**src/rtl/instruction_fetch.sv**
```systemverilog
// Instruction fetch unit: sequential PC generation, single-outstanding
// instruction-memory handshake, 2-entry {instruction, pc} buffer toward the
// decoder, and branch redirect with flush and stale-response drain.
// Optional feature: define IFETCH_PERF_CNT_EN to add transfer/redirect counters.
module instruction_fetch #(
  parameter logic [31:0] RESET_PC  = 32'h0000_0000,
  parameter int          BUF_DEPTH = 2  // only 2 is supported
) (
  input  logic        clk,
  input  logic        rst_n,
  output logic        imem_req,
  output logic [31:0] imem_addr,
  input  logic        imem_ack,
  input  logic [31:0] imem_rdata,
  output logic [31:0] Instruction,
  output logic [31:0] inst_pc,
  output logic        inst_valid,
  input  logic        inst_ready,
  input  logic        br_valid,
  input  logic        Uncondbranch,
  input  logic        Branch,
  input  logic        Zero,
  input  logic [31:0] br_pc,
  input  logic [31:0] Sign_extend
`ifdef IFETCH_PERF_CNT_EN
  ,
  output logic [31:0] perf_fetch_cnt,
  output logic [31:0] perf_redirect_cnt
`endif
);

  localparam logic [1:0] FULL = BUF_DEPTH[1:0];

  typedef enum logic [1:0] {
    IDLE  = 2'd0,
    FETCH = 2'd1,
    HOLD  = 2'd2,
    DRAIN = 2'd3
  } state_t;

  state_t      state;
  state_t      state_nxt;

  logic [31:0] fetch_pc;
  logic [31:0] drain_addr;
  logic [31:0] buf_inst [2];
  logic [31:0] buf_pc   [2];
  logic        rd_ptr;
  logic        wr_ptr;
  logic [1:0]  count;

  logic        redirect;
  logic        redir_act;
  logic [31:0] target;
  logic        accept;
  logic        xfer;
  logic        wr_en;
  logic        rd_en;

  // Branch target: word offset scaled to bytes, wrapping modulo 2^32, aligned.
  function automatic logic [31:0] branch_target(input logic [31:0] pc,
                                                input logic [31:0] offset);
    logic signed [31:0] off_s;
    logic signed [31:0] sum;
    off_s = $signed(offset);
    sum   = $signed(pc) + (off_s <<< 2);
    return $unsigned(sum) & 32'hFFFF_FFFC;
  endfunction

  // Handshake decode; a redirect pre-empts any same-cycle buffer write or read.
  always_comb begin
    redirect   = br_valid & (Uncondbranch | (Branch & Zero));
    redir_act  = redirect & (state != IDLE);
    target     = branch_target(br_pc, Sign_extend);
    imem_req   = (state == DRAIN) || ((state == FETCH) && (count != FULL));
    imem_addr  = (state == DRAIN) ? drain_addr : fetch_pc;
    accept     = imem_req & imem_ack;
    inst_valid = (count != 2'd0);
    xfer       = inst_valid & inst_ready;
    wr_en      = accept & (state == FETCH) & ~redir_act;
    rd_en      = xfer & ~redir_act;
    Instruction = buf_inst[rd_ptr];
    inst_pc     = buf_pc[rd_ptr];
  end

  // Next-state logic; redirect overrides the normal transitions.
  always_comb begin
    state_nxt = state;
    case (state)
      IDLE:  state_nxt = FETCH;
      FETCH: if (wr_en && !rd_en && (count == FULL - 2'd1)) state_nxt = HOLD;
      HOLD:  if (rd_en) state_nxt = FETCH;
      DRAIN: if (accept) state_nxt = FETCH;
      default: state_nxt = IDLE;
    endcase
    if (redir_act) begin
      state_nxt = (imem_req && !imem_ack) ? DRAIN : FETCH;
    end
  end

  // State register.
  always_ff @(posedge clk) begin
    if (!rst_n) state <= IDLE;
    else        state <= state_nxt;
  end

  // Fetch PC: jumps to the target on redirect, otherwise steps on each accepted word.
  always_ff @(posedge clk) begin
    if (!rst_n) begin
      fetch_pc <= RESET_PC;
    end else if (redir_act) begin
      fetch_pc <= target;
    end else if (wr_en) begin
      fetch_pc <= fetch_pc + 32'd4;
    end
  end

  // Capture the address of the abandoned request so it stays on the bus while draining.
  always_ff @(posedge clk) begin
    if (redir_act && (state != DRAIN) && imem_req && !imem_ack) begin
      drain_addr <= fetch_pc;
    end
  end

  // Buffer pointers and occupancy; a redirect empties the buffer.
  always_ff @(posedge clk) begin
    if (!rst_n) begin
      rd_ptr <= 1'b0;
      wr_ptr <= 1'b0;
      count  <= 2'd0;
    end else if (redir_act) begin
      rd_ptr <= 1'b0;
      wr_ptr <= 1'b0;
      count  <= 2'd0;
    end else begin
      if (wr_en) wr_ptr <= ~wr_ptr;
      if (rd_en) rd_ptr <= ~rd_ptr;
      case ({wr_en, rd_en})
        2'b10:   count <= count + 2'd1;
        2'b01:   count <= count - 2'd1;
        default: count <= count;
      endcase
    end
  end

  // Buffer storage; cleared on reset so the decoder sees zeros out of reset.
  always_ff @(posedge clk) begin
    if (!rst_n) begin
      buf_inst[0] <= 32'd0;
      buf_inst[1] <= 32'd0;
      buf_pc[0]   <= 32'd0;
      buf_pc[1]   <= 32'd0;
    end else if (wr_en) begin
      buf_inst[wr_ptr] <= imem_rdata;
      buf_pc[wr_ptr]   <= fetch_pc;
    end
  end

`ifdef IFETCH_PERF_CNT_EN
  // Performance counters: decoder transfers and taken redirects, free-running.
  always_ff @(posedge clk) begin
    if (!rst_n) begin
      perf_fetch_cnt    <= 32'd0;
      perf_redirect_cnt <= 32'd0;
    end else begin
      if (xfer)      perf_fetch_cnt    <= perf_fetch_cnt + 32'd1;
      if (redir_act) perf_redirect_cnt <= perf_redirect_cnt + 32'd1;
    end
  end
`endif

endmodule

```
**config.mk**
```make
export PLATFORM = sky130hd
export DESIGN_NAME = instruction_fetch
export DESIGN_NICKNAME = d
export VERILOG_FILES = /design/src/rtl/instruction_fetch.sv
export SDC_FILE = /design/constraint.sdc
export NUM_CORES = 1
export LEC_CHECK = 0
export ABC_AREA = 1
export CAP_MARGIN = 30
export CORE_MARGIN = 3
export CORE_UTILIZATION = 53
export CTS_CLUSTER_SIZE = 14
export DETAILED_ROUTE_END_ITERATION = 10
export PLACE_DENSITY = 0.79
export SYNTH_ARGS = -nofsm -noshare
export SYNTH_HDL_FRONTEND = slang
export SYNTH_SLANG_ARGS = --single-unit
```
**constraint.sdc**
```tcl
create_clock -name clk -period 5.1 [get_ports clk]
set_input_delay 1.53 -clock clk [delete_from_list [all_inputs] [get_ports clk]]
set_output_delay 1.53 -clock clk [all_outputs]
set_load 0.1 [all_outputs]
```
==> results.sh, run 1 <==
export IMPL_post_cts_setup_buffers=0
export IMPL_start_kind="register"
export IMPL_drt_first_pass_iters=4
export IMPL_ant_nets=0
export IMPL_grt_pass1_vias=8428
export IMPL_min_path_cells=2
export IMPL_area_delta_synth_final_pct=24.6
export IMPL_finalClockSkew_ps=11.3
export IMPL_drv_slew=0
export IMPL_cts_tree="built"
export IMPL_worstPathRequired_ps=3570
export IMPL_fin_nets=1566
export IMPL_finalSetupViolCount=0
export IMPL_clock_latency_ps=430
export IMPL_synth_area_leaders="edfxtp_1, nand2_1, nor2_1, dfxtp_1, mux2_2"
export IMPL_hp_class="register to register"
export IMPL_crit_path_cell_trace="buf_4 -> mux2_2 -> clkdlybuf4s50_1"
export IMPL_finalCritPeriodShare=0.806
export IMPL_gp_congestion=0.891
export IMPL_drtIter0Drc=615
export IMPL_cp_num_buf_inv=2
export IMPL_rows=51
export IMPL_clock_fmax_mhz=243
export IMPL_status="completed"
export IMPL_yosysUniqueCellTypes=49
export IMPL_yosys_warnings=0
export IMPL_rsz0062_at_grt="no"
export IMPL_cts_made_buffers=17
export IMPL_cts_sinks=191
export IMPL_numPortBuffers=193
export IMPL_p_leak_nw=5.57
export IMPL_endpoint_kind="output pin"
export IMPL_boundaryPins=202
export IMPL_critPathSlowestCell="clkdlybuf4s50_1"
export IMPL_worst_pin_slew_ps=1020
export IMPL_grtUsageTotal=0.242
export IMPL_grt_ovfl_total=0
export IMPL_hold_buffers=0
export IMPL_cp_depth=3
export IMPL_pre_cts_ws_ps=1130
export IMPL_antenna_found_initial=0
export IMPL_mostFrequentLayoutCells="nand2_1, nor2_1, clkdlybuf4s50_1"
export IMPL_clockRootBuffer="clkbuf_16"
export IMPL_grt_max_degree=63
export IMPL_synthFlopType="edfxtp_1"
export IMPL_die_x_um=149
export IMPL_criticalPathCategory="register to output pin"
export IMPL_start_util=0.549
export IMPL_num_vias=9007
export IMPL_final_common_cell="nand2_1"
export IMPL_drc=0
export IMPL_cts_buffer_depth=2
export IMPL_n_antenna_cell=0
export IMPL_grt_first_pass_wirelength_mm=42.7
export IMPL_wl_per_cell_um=15.8
export IMPL_htreeDepth=4
export IMPL_synth_area_leader_cell="edfxtp_1"
export IMPL_path_clk_slew_ps=70
export IMPL_die_area_um2=22200
export IMPL_core_um2=19800
export IMPL_synthCells=1240
export IMPL_syn_area_per_cell_um2=8.75
export IMPL_reg2reg_depth=10
export IMPL_power_density_nw_per_um2=492
export IMPL_r2r_end="buf_inst[1][26]"
export IMPL_worstPathArrival_ps=2580
export IMPL_slew_headroom=0.317
export IMPL_async_flop_share=0
export IMPL_reg2reg_from="count[0]"
export IMPL_drive_gt1_frac=0.120
export IMPL_routed_via_density=5.29
export IMPL_synth_edf_count=154
export IMPL_seq_area_frac_synth=0.494
export IMPL_dieHeight_um=149
export IMPL_slowest_delay_ps=1160
export IMPL_ys_ff_latch=191
export IMPL_fin_setup_tns_ps=0
export IMPL_wl_mm=27.0
export IMPL_crit_end="inst_pc[11]"
export IMPL_netlist_area_leader_share=0.426
export IMPL_setup_ws_ps=992
export IMPL_synth_area_um2=10900
export IMPL_period_needed_ps=4110
export IMPL_place_hpwl_mm=20.1
export IMPL_regToRegSetupSlack_ps=2530
export IMPL_hold_viol=0
export IMPL_ir_worst_vdd_v=0.000281
export IMPL_worst_path_max_fanout=30
export IMPL_cap_violations=0
export IMPL_ctsResizeCount=0
export IMPL_crit_family="buffers and inverters"
## how the worst min path moves through the flow
stage                 startpoint  slack [ps]             end
finish                  count[1]         480        count[1]
global route        fetch_pc[31]         500  drain_addr[31]
CTS                     count[1]         480        count[1]
detailed placement  fetch_pc[31]         460  drain_addr[31]
global placement    fetch_pc[31]         450  drain_addr[31]
floorplan           fetch_pc[31]         430  drain_addr[31]
## cell usage after synthesis (all sizes together) (3+ instances only)
master	n
nor3	21
a31oi	5
dfxtp	37
nor2	211
inv	152
a221oi	3
o21bai	8
edfxtp	154
buf	23
nand3	62
a21oi	69
nor4	3
clkbuf	19
ha	35
o21ai	89
nand3b	5
o31ai	3
or2	4
a21o	3
nand2	235
xor2	14
nand4	12
mux2	62
## logic make-up (layout without fill, tap and decap cells)
logic type / count (synthesis) / count (layout) / share of synthesized area
compound gates: 186 / 186 / 0.0928
flops: 191 / 191 / 0.494
mux: 62 / 62 / 0.0643
fa+ha+maj: 36 / 36 / 0.0422
xor+xnor: 15 / 15 / 0.0121
simple gates: 554 / 554 / 0.219
buf+inv: 195 / 390 / 0.0747
other cells: 1 / 4 / 0.000346
## metrics by stage
stage          power (mW)  instance area, um^2   util  hold WS, ps  instances
2_1_floorplan        4.58                10900      -          430       1243
3_3_place_gp         5.32                12900  0.654          452       1672
3_5_place_dp         5.36                12900  0.654          464       1672
4_1_cts              6.66                13500  0.683          482       1703
5_1_grt              6.92                13500  0.683          503       1703
6_report             6.65                13500  0.683          480       1703
## area by class of cell
type | instances | area (um^2)
fillers | 1594 | 6260
repair buffers | 206 | 1970
flip-flops and latches | 191 | 5370
clock buffers | 17 | 425
multi-input cells | 857 | 4700
clock inverters | 14 | 156
inverters | 153 | 576
well taps | 265 | 332
## registers in the layout (all words and copies together) (netlist names), named ones only
register	cells
buf_inst	64
count	2
fetch_pc	30
wr_ptr	1
rd_ptr	1
drain_addr	30
state	2
buf_pc	60
## power breakdown
group	total [mW]	leakage, nW	switching, mW	internal [mW]
sequential	2.11	1.87	0.177	1.93
clock	1.31	0.276	0.577	0.729
combinational	3.23	3.43	2.47	0.755
total	6.65	5.57	3.23	3.42
## metal layers
metal / vias up / part of all wire / wire length (um) / GRT usage
met4: 0 / 0.027 / 733 / 0.0847
met1: 4110 / 0.42 / 11200 / 0.319
met5: - / 0 / 0 / 0
met2: 333 / 0.48 / 13000 / 0.407
li1: 4511 / - / - / -
met3: 53 / 0.074 / 1980 / 0.0404
## worst reg2reg max path: stages, from the launching register on
cell and delay, ps:
dfxtp_1 360, inv_1 90, ha_1 210, nor2_2 130, nand2_2 80, inv_2 140, nand2_4 130, clkinv_2 180
nand3_4 350, nand2_2 210, buf_12 310
No activity file was read; power rests on OpenSTA's default activity.
==> run 2: changes to the inputs <==
clock period = 4.05 ns   (was 5.1 ns; I/O delays follow)
==> run 2 against run 1 <==
Compared with the run above: highest routed layer unchanged; largest cell class unchanged; critical path type unchanged; largest power group unchanged; global-route usage shrank 0.11 points; critical path depth increased by 3; register-to-register slack lost 720 ps.
==> results.sh, run 2 (synthesized netlist as in run 1, its figures left out) <==
export IMPL_largest_register="buf_inst"
export IMPL_core_um2=19800
export IMPL_status="completed"
export IMPL_hp_class="register to register"
export IMPL_wl_per_cell_um=15.7
export IMPL_antenna_found_initial=0
export IMPL_post_cts_setup_buffers=0
export IMPL_cts_sinks=191
export IMPL_boundaryPins=202
export IMPL_num_vias=8976
export IMPL_finalClockSkew_ps=12.0
export IMPL_slew_headroom=0.488
export IMPL_worst_path_max_fanout=41
export IMPL_clock_fmax_mhz=297
export IMPL_fin_nets=1568
export IMPL_crit_path_cell_trace="nand2_1 -> inv_1 -> buf_12 -> nand2_1 -> o21ai_0 -> buf_12"
export IMPL_worst_pin_slew_ps=761
export IMPL_gp_congestion=0.910
export IMPL_clock_latency_ps=430
export IMPL_n_antenna_cell=0
export IMPL_clkPwrFrac=0.187
export IMPL_largest_reg_flops=64
export IMPL_switchingPower_mw=4.16
export IMPL_ir_worst_vdd_v=0.000295
export IMPL_crit_family="buffers and inverters"
export IMPL_finalSetupViolCount=0
export IMPL_place_hpwl_mm=20.1
export IMPL_hp_start="fetch_pc[31]"
export IMPL_grt_ovfl_total=0
export IMPL_clockRootBuffer="clkbuf_16"
export IMPL_drv_slew=0
export IMPL_min_path_cells=0
export IMPL_intPower_mw=4.53
export IMPL_cap_violations=0
export IMPL_hold_buffers=0
export IMPL_min_to="drain_addr[31]"
export IMPL_regToRegSetupSlack_ps=1810
export IMPL_rsz0062_at_grt="no"
export IMPL_reg2reg_from="count[0]"
export IMPL_drive_gt1_frac=0.163
export IMPL_r2r_end="buf_inst[0][13]"
export IMPL_period_needed_ps=3360
export IMPL_die_x_um=149
export IMPL_grt_pass1_vias=8697
export IMPL_start_kind="register"
export IMPL_power_density_nw_per_um2=629
export IMPL_setup_ws_ps=686
export IMPL_drt_first_pass_iters=6
export IMPL_p_sw_frac=0.479
export IMPL_path_clk_slew_ps=80
export IMPL_cts_tree="built"
export IMPL_worstPathRequired_ps=2830
export IMPL_final_common_cell="nand2_1"
export IMPL_drtIter0Drc=591
export IMPL_endpoint_kind="output pin"
export IMPL_utilization=0.698
export IMPL_area_delta_synth_final_pct=27.2
export IMPL_worstPathArrival_ps=2150
export IMPL_fin_setup_tns_ps=0
export IMPL_grt_max_degree=63
export IMPL_reg2reg_depth=10
export IMPL_grt_first_pass_wirelength_mm=42.6
export IMPL_dieHeight_um=149
export IMPL_cts_buffer_depth=2
export IMPL_ctsResizeCount=0
export IMPL_criticalPathCategory="register to output pin"
export IMPL_ant_nets=0
export IMPL_finalCritPeriodShare=0.831
export IMPL_hold_viol=0
export IMPL_grtUsageTotal=0.241
export IMPL_p_comb_frac=0.507
export IMPL_cts_made_buffers=17
export IMPL_reg_largest_list="buf_inst: 64 flops, buf_pc: 60 flops"
export IMPL_p_seq_frac=0.306
export IMPL_routed_via_density=5.26
export IMPL_htreeDepth=4
export IMPL_rows=51
export IMPL_mostFrequentLayoutCells="nand2_1, nor2_1, edfxtp_1"
export IMPL_cp_num_buf_inv=3
export IMPL_start_util=0.549
export IMPL_p_leak_nw=5.78
export IMPL_pre_cts_ws_ps=459
export IMPL_numPortBuffers=193
export IMPL_wl_mm=26.8
export IMPL_slowest_delay_ps=430
export IMPL_die_area_um2=22200
export IMPL_drc=0
export IMPL_critPathSlowestCell="inv_1"
[run 2: layout make-up]
cell class	instances	area, um^2
Inverter	153	576
Sequential cell	191	5370
Tap cell	265	332
Multi-Input combinational cell	857	4700
Clock buffer	18	429
Timing Repair Buffer	208	2260
Clock inverter	13	146
Fill cell	1564	5980
[run 2: worst max path at each step]
stage                     startpoint              to  slack, ps  cells past startpoint
after floorplan               Branch  drain_addr[10]         60                      4
after global placement      br_pc[2]    fetch_pc[30]        520                     14
after detailed placement    br_pc[2]    fetch_pc[30]        460                     14
after CTS                   state[0]   imem_addr[10]        660                      6
after global routing        state[0]   imem_addr[19]        500                      6
final                       state[0]   imem_addr[13]        690                      6
[run 2: through the flow]
stage | hold WS [ps] | total power, mW | cell area, um^2 | std cells
final | 485 | 8.68 | 13800 | 1705
after global routing | 514 | 9.03 | 13800 | 1705
after CTS | 482 | 8.71 | 13800 | 1705
after detailed placement | 462 | 7.09 | 13200 | 1674
after global placement | 464 | 7.04 | 13200 | 1674
after floorplan | 430 | 5.76 | 10900 | 1243
[run 2: power by group through the flow]
stage	clock, mW	combinational (mW)	sequential, mW
2_1_floorplan	0	3.13	2.63
3_3_place_gp	0	4.36	2.68
3_5_place_dp	0	4.39	2.70
4_1_cts	1.65	4.41	2.65
5_1_grt	1.72	4.62	2.69
6_report	1.62	4.40	2.66
[run 2: worst register-to-register path, cell delays in order (launching register included)]
cell,delay [ps]
dfxtp_1,350
inv_1,100
ha_1,230
nor2_2,140
nand2_2,70
inv_2,160
nand2_4,120
clkinv_2,150
nand3_4,320
buf_12,310
nor2_1,140
[run 2: metal layers]
layer,GRT usage,vias up,wire [um]
li1,-,4523,-
met1,0.313,4051,11200
met2,0.411,346,12800
met3,0.0371,56,2000
met4,0.0874,0,807
met5,0,-,0
